<file path="src/rtl/spi_cmd_controller.sv">
// Command sequencer between the SPI byte receiver and the BNN OCR image buffer / inference core.
// Decodes command bytes, streams the image payload into the buffer, and starts and tracks inference.
module spi_cmd_controller #(
    parameter int          IMG_BYTES      = 113,
    parameter int          ADDR_W         = 7,
    parameter int          TIMEOUT_CYCLES = 100000,
    parameter logic [7:0]  CMD_LOAD       = 8'hA5,
    parameter logic [7:0]  CMD_START      = 8'h5A,
    parameter logic [7:0]  CMD_CLEAR      = 8'hC3
) (
    input  logic              clk,
    input  logic              rst_n,
    input  logic [7:0]        rx_data,
    input  logic              byte_valid,
    output logic              rx_enable,
    output logic              byte_taken,
    output logic              img_we,
    output logic [ADDR_W-1:0] img_addr,
    output logic [7:0]        img_wdata,
    output logic              infer_start,
    input  logic              infer_done,
    output logic              img_loaded,
    output logic              busy,
    output logic              err_cmd,
    output logic              err_timeout
);

    localparam int                TMO_W     = $clog2(TIMEOUT_CYCLES + 1);
    localparam logic [ADDR_W-1:0] LAST_ADDR = ADDR_W'(IMG_BYTES - 1);
    localparam logic [TMO_W-1:0]  TMO_LAST  = TMO_W'(TIMEOUT_CYCLES - 1);

    typedef enum logic [1:0] {
        S_CMD,
        S_LOAD,
        S_START,
        S_WAIT
    } state_t;

    state_t            state;
    state_t            state_nx;
    logic              armed;
    logic [ADDR_W-1:0] pay_cnt;
    logic [TMO_W-1:0]  tmo_cnt;

    logic accept;
    logic start_load;
    logic write_byte;
    logic set_err_cmd;
    logic clr_err;
    logic timeout;

    // armed blocks re-acceptance until the receiver has dropped byte_valid
    assign accept = byte_valid && armed && (state == S_CMD || state == S_LOAD);

    always_comb begin
        state_nx    = state;
        start_load  = 1'b0;
        write_byte  = 1'b0;
        set_err_cmd = 1'b0;
        clr_err     = 1'b0;
        timeout     = 1'b0;
        case (state)
            S_CMD: begin
                if (accept) begin
                    if (rx_data == CMD_LOAD) begin
                        start_load = 1'b1;
                        state_nx   = S_LOAD;
                    end else if (rx_data == CMD_START) begin
                        if (img_loaded) state_nx = S_START;
                        else            set_err_cmd = 1'b1;
                    end else if (rx_data == CMD_CLEAR) begin
                        clr_err = 1'b1;
                    end else begin
                        set_err_cmd = 1'b1;
                    end
                end
            end
            S_LOAD: begin
                if (accept) begin
                    write_byte = 1'b1;
                    if (pay_cnt == LAST_ADDR) state_nx = S_CMD;
                end else if (tmo_cnt == TMO_LAST) begin
                    timeout  = 1'b1;
                    state_nx = S_CMD;
                end
            end
            S_START: state_nx = S_WAIT;
            S_WAIT: begin
                // infer_start was high in START, so done is only sampled from here on
                if (infer_done) state_nx = S_CMD;
            end
            default: state_nx = S_CMD;
        endcase
    end

    always_ff @(posedge clk or negedge rst_n) begin
        if (!rst_n) begin
            state       <= S_CMD;
            armed       <= 1'b1;
            pay_cnt     <= '0;
            tmo_cnt     <= '0;
            rx_enable   <= 1'b0;
            byte_taken  <= 1'b0;
            img_we      <= 1'b0;
            img_addr    <= '0;
            img_wdata   <= '0;
            infer_start <= 1'b0;
            img_loaded  <= 1'b0;
            busy        <= 1'b0;
            err_cmd     <= 1'b0;
            err_timeout <= 1'b0;
        end else begin
            state <= state_nx;

            if (accept)           armed <= 1'b0;
            else if (!byte_valid) armed <= 1'b1;

            byte_taken <= accept;
            img_we     <= write_byte;
            if (write_byte) begin
                img_addr  <= pay_cnt;
                img_wdata <= rx_data;
            end

            if (start_load)      pay_cnt <= '0;
            else if (write_byte) pay_cnt <= pay_cnt + 1'b1;

            // gap timer only runs while waiting for payload bytes
            if (state != S_LOAD || accept) tmo_cnt <= '0;
            else                           tmo_cnt <= tmo_cnt + 1'b1;

            if (start_load)                             img_loaded <= 1'b0;
            else if (write_byte && pay_cnt == LAST_ADDR) img_loaded <= 1'b1;

            if (clr_err)          err_cmd <= 1'b0;
            else if (set_err_cmd) err_cmd <= 1'b1;

            if (clr_err)      err_timeout <= 1'b0;
            else if (timeout) err_timeout <= 1'b1;

            rx_enable   <= (state_nx == S_CMD) || (state_nx == S_LOAD);
            infer_start <= (state == S_CMD) && (state_nx == S_START);
            busy        <= (state_nx == S_START) || (state_nx == S_WAIT);
        end
    end

endmodule

</file>
<file path="config.mk">
export PLATFORM = sky130hd
export DESIGN_NAME = spi_cmd_controller
export DESIGN_NICKNAME = d
export VERILOG_FILES = /design/src/rtl/spi_cmd_controller.sv
export SDC_FILE = /design/constraint.sdc
export NUM_CORES = 1
export LEC_CHECK = 0
export ABC_AREA = 1
export BUFFER_PORTS_ARGS = -buffer_cell sky130_fd_sc_hd__buf_2
export CORE_UTILIZATION = 30
export DETAILED_ROUTE_END_ITERATION = 16
export GPL_TIMING_DRIVEN = 0
export HOLD_SLACK_MARGIN = 0.12
export PLACE_DENSITY = 0.51
export REMOVE_ABC_BUFFERS = 1
export SLEW_MARGIN = 20
export SYNTH_ARGS = -nofsm -noshare
export SYNTH_HDL_FRONTEND = slang
export SYNTH_SLANG_ARGS = --single-unit
</file>
<file path="constraint.sdc">
create_clock -name clk -period 2.1 [get_ports clk]
set_input_delay 0.105 -clock clk [delete_from_list [all_inputs] [get_ports clk]]
set_output_delay 0.105 -clock clk [all_outputs]
set_load 0.005 [all_outputs]
</file>
==> results.md <==
- Crit path time final: 1.49 ns
- Slowest stage delay, CP: 0.55 ns
- Mux contribution to synthesized area: 0%
- Startpoint Class: input port
- Layout cells sized above 1: 14.1%
- Top cells by count, synth: nand2_1 (93), nor2_1 (55), dfrtp_1 (48)
- Hold_ws: 0.375 ns
- DRC viols: 0
- Reg2Reg Setup Slack: 0.64 ns
- Crit path max fanout: 5
- Drt pass-1 iters: 6
- First-pass GRT wire length: 9070 um
- Critical path arrival: 1.68 ns
- Cell breakdown of the critical path: dlygate4sd3_1 -> buf_2 -> inv_1 -> nand2_1 -> nor2_1 -> nand3_1 -> inv_1 -> nor2_1
- Slowest CP cell: dlygate4sd3_1
- Worst-Margin Slew: 0.611 ns
- Met2 WL: 2530 um
- Post-layout util: 37.5%
- Root Driver: clkbuf_8
- FMAX: 671 MHz
- Crit. End Element: register
- Vias in the first global route: 1962
- Cell taking the most area after synthesis: dfrtp_1
- Worst IR Drop VDD: 0.322 mV
- RSZ-0062 raised after global routing: no
- R2R depth: 8
- Synth Flop Type: dfrtp_1
- DP Wirelength: 3630 um
- #FFs+latches synth: 49
- Nets: 376
- Port bufs: 34
- Setup Skew: 0.00756 ns
- Slew Viols, Final: 0
- Grt ovf: 0
- Number of synthesized flops with an enable pin: 0
- Max cap viols: 0
- Max Root-Sink Buffers: 2
- Die Y: 91.7 um
- Tcrit/Tclk final: 71.0%
- Setup TNS: 0 ns
- Via count: 2035
- Max H-tree Level: 2
- # setup viols final: 0
- Critical path buffers and inverters: 4
- Met3 WL: 133 um
- R2r startpoint: tmo_cnt[0]
- Power density over cell area: 957 nW/um2
- Worst path top cell family by delay: buffers and inverters
- Post-CTS resize count: 0
- Most common cell in the netlist: nand2_1
- TritonCTS clock tree: done
- 1st-iter DRT viols: 93
- Crit Path Category: in2reg
- Initial antenna violation count: 0
- Starting density of the core: 31.1%
- Gpl congestion: 0.814
- Core Area: 7770 um2
- Max Used Layer: met4
- Die ar.: 8410 um2
- Fraction of registers with async set/reset: 100%
- Top Ports: 35
- Synthesis-to-finish area growth: 20.7%
- Main combinational cell family by area after synthesis: simple AND/OR/NAND/NOR gates
- CTS buffer count: 5
- Clock Sinks: 49
- Routed wire per std cell: 11.2 um
- Reg clk slew, reported paths: 0.09 ns
- Slew margin rel.: 59.3%
- Largest net degree at the start of global routing: 50
- Worst hold path type: in2async
- Die X: 91.7 um
- Post-Route WL: 5180 um
- Yosys warnings: 0
- Adder-cell share of the synthesized area: 1.56%
- Leakage Power: 1.42 nW
- GR Util All Layers: 13.5%
- Worst Path Required: 2.29 ns
- Post-route ant nets: 0
- Synth top area cells: dfrtp_1 (50%), nand2_1 (14%), nor2_1 (8.6%), inv_1 (5.6%), nand3_1 (3.9%)
- Fill cell count: 831
- Reg-to-Reg End: state[0]
- Num rows: 32
- Seq/Total Area, Yosys: 50.9%
- Final hold violations: 0
- Wl on met1: 2470 um
- Critical path depth: 8
- Syn Area/Cell: 7.74 um2
- Worst skew pair latency: 0.30 ns
- Status: finished, final reports clean
- Number of setup buffers added after CTS: 0
- Mapped Cells: 312
- Hold_buf cts: 11
- Post-synth top area share: 49.8%
- Compound-cell area share of the yosys netlist: 6.43%
- Synth Area in XOR/XNOR: 1.45%
- Vias per cell: 4.39
- Diode count: 0
- Post-Synth Simple-Gate Area: 32.4%
- Mapped Area: 2410 um2
- Synth cell types: 25
==> per-layer routing <==
| metal | GRT usage [%] | up-vias |
|---|---|---|
| li1 | - | 1074 |
| met4 | 4.82 | 0 |
| met1 | 17.8 | 925 |
| met2 | 22.1 | 32 |
| met3 | 2.49 | 4 |
| met5 | 0 | - |
==> worst register-to-register path, stage by stage (launching register included) <==
cell,delay [ns]
dfrtp_1,0.40
ha_1,0.20
nand2_1,0.11
nor2_1,0.20
inv_1,0.08
nor2_1,0.15
nand3_1,0.11
nand2_1,0.07
nand2_1,0.04
==> worst max-delay path by stage <==
stage               startpoint  slack [ns]     endpoint
global route        tmo_cnt[0]        0.44  tmo_cnt[16]
floorplan                armed        0.83   pay_cnt[6]
detailed placement        busy        0.63   pay_cnt[4]
finish              rx_data[4]        0.61   pay_cnt[2]
global placement          busy        0.65   pay_cnt[2]
CTS                       busy        0.63   pay_cnt[2]
==> through the flow <==
| stage | cell area (um2) | instances | setup WS [ns] | power (W) |
|---|---|---|---|---|
| 6_report | 2910 | 464 | 0.609 | 0.00279 |
| 5_1_grt | 2910 | 464 | 0.438 | 0.00303 |
| 4_1_cts | 2910 | 464 | 0.625 | 0.00284 |
| 3_5_place_dp | 2690 | 445 | 0.630 | 0.00211 |
| 3_3_place_gp | 2680 | 445 | 0.647 | 0.00210 |
| 2_1_floorplan | 2390 | 309 | 0.830 | 0.00180 |
==> flip-flops by register name, indices dropped and copies added (netlist names) <==
signal / cells
rx_enable: 1
byte_taken: 1
img_loaded: 1
img_wdata: 8
tmo_cnt: 17
img_we: 1
state: 1
busy: 1
infer_start: 1
err_cmd: 1
err_timeout: 1
armed: 1
img_addr: 7
pay_cnt: 7
==> power by group <==
part           switching (W)  total [W]  leakage [nW]  internal (W)
sequential          0.000181    0.00136         0.624       0.00118
combinational       0.000422   0.000730         0.734      0.000308
clock               0.000307   0.000696        0.0585      0.000389
total               0.000911    0.00279          1.42       0.00188
==> cell usage in the layout (no fill, tap or decap), types with 4 or more instances in the layout <==
master and n:
nand2_1 93, nor2_1 55, dfrtp_1 48, inv_1 36, buf_2 33, nand3_1 19, o21ai_0 13, dlygate4sd3_1 11
a21oi_1 8, o21ai_1 7, clkbuf_8 6, nor3_1 5, nand4_1 5, xor2_1 4
==> kinds of logic after synthesis <==
family / after synthesis
AOI/OAI and AO/OA: 30
xor gates and xnor gates: 4
adders and majority gates: 3
buffers and inverters: 42
DFF: 49
and+or+nand+nor: 184
==> layout make-up <==
class	instances	area [um2]	share of cell area, %
flip-flops and latches	49	1230	42.1
clock buffers	7	86.3	2.96
repair buffers	45	283	9.71
inverters	39	149	5.11
well taps	102	128	4.38
clock inverters	1	30.0	1.03
multi-input cells	221	1010	34.7
Power figures use the tool's default switching activity.
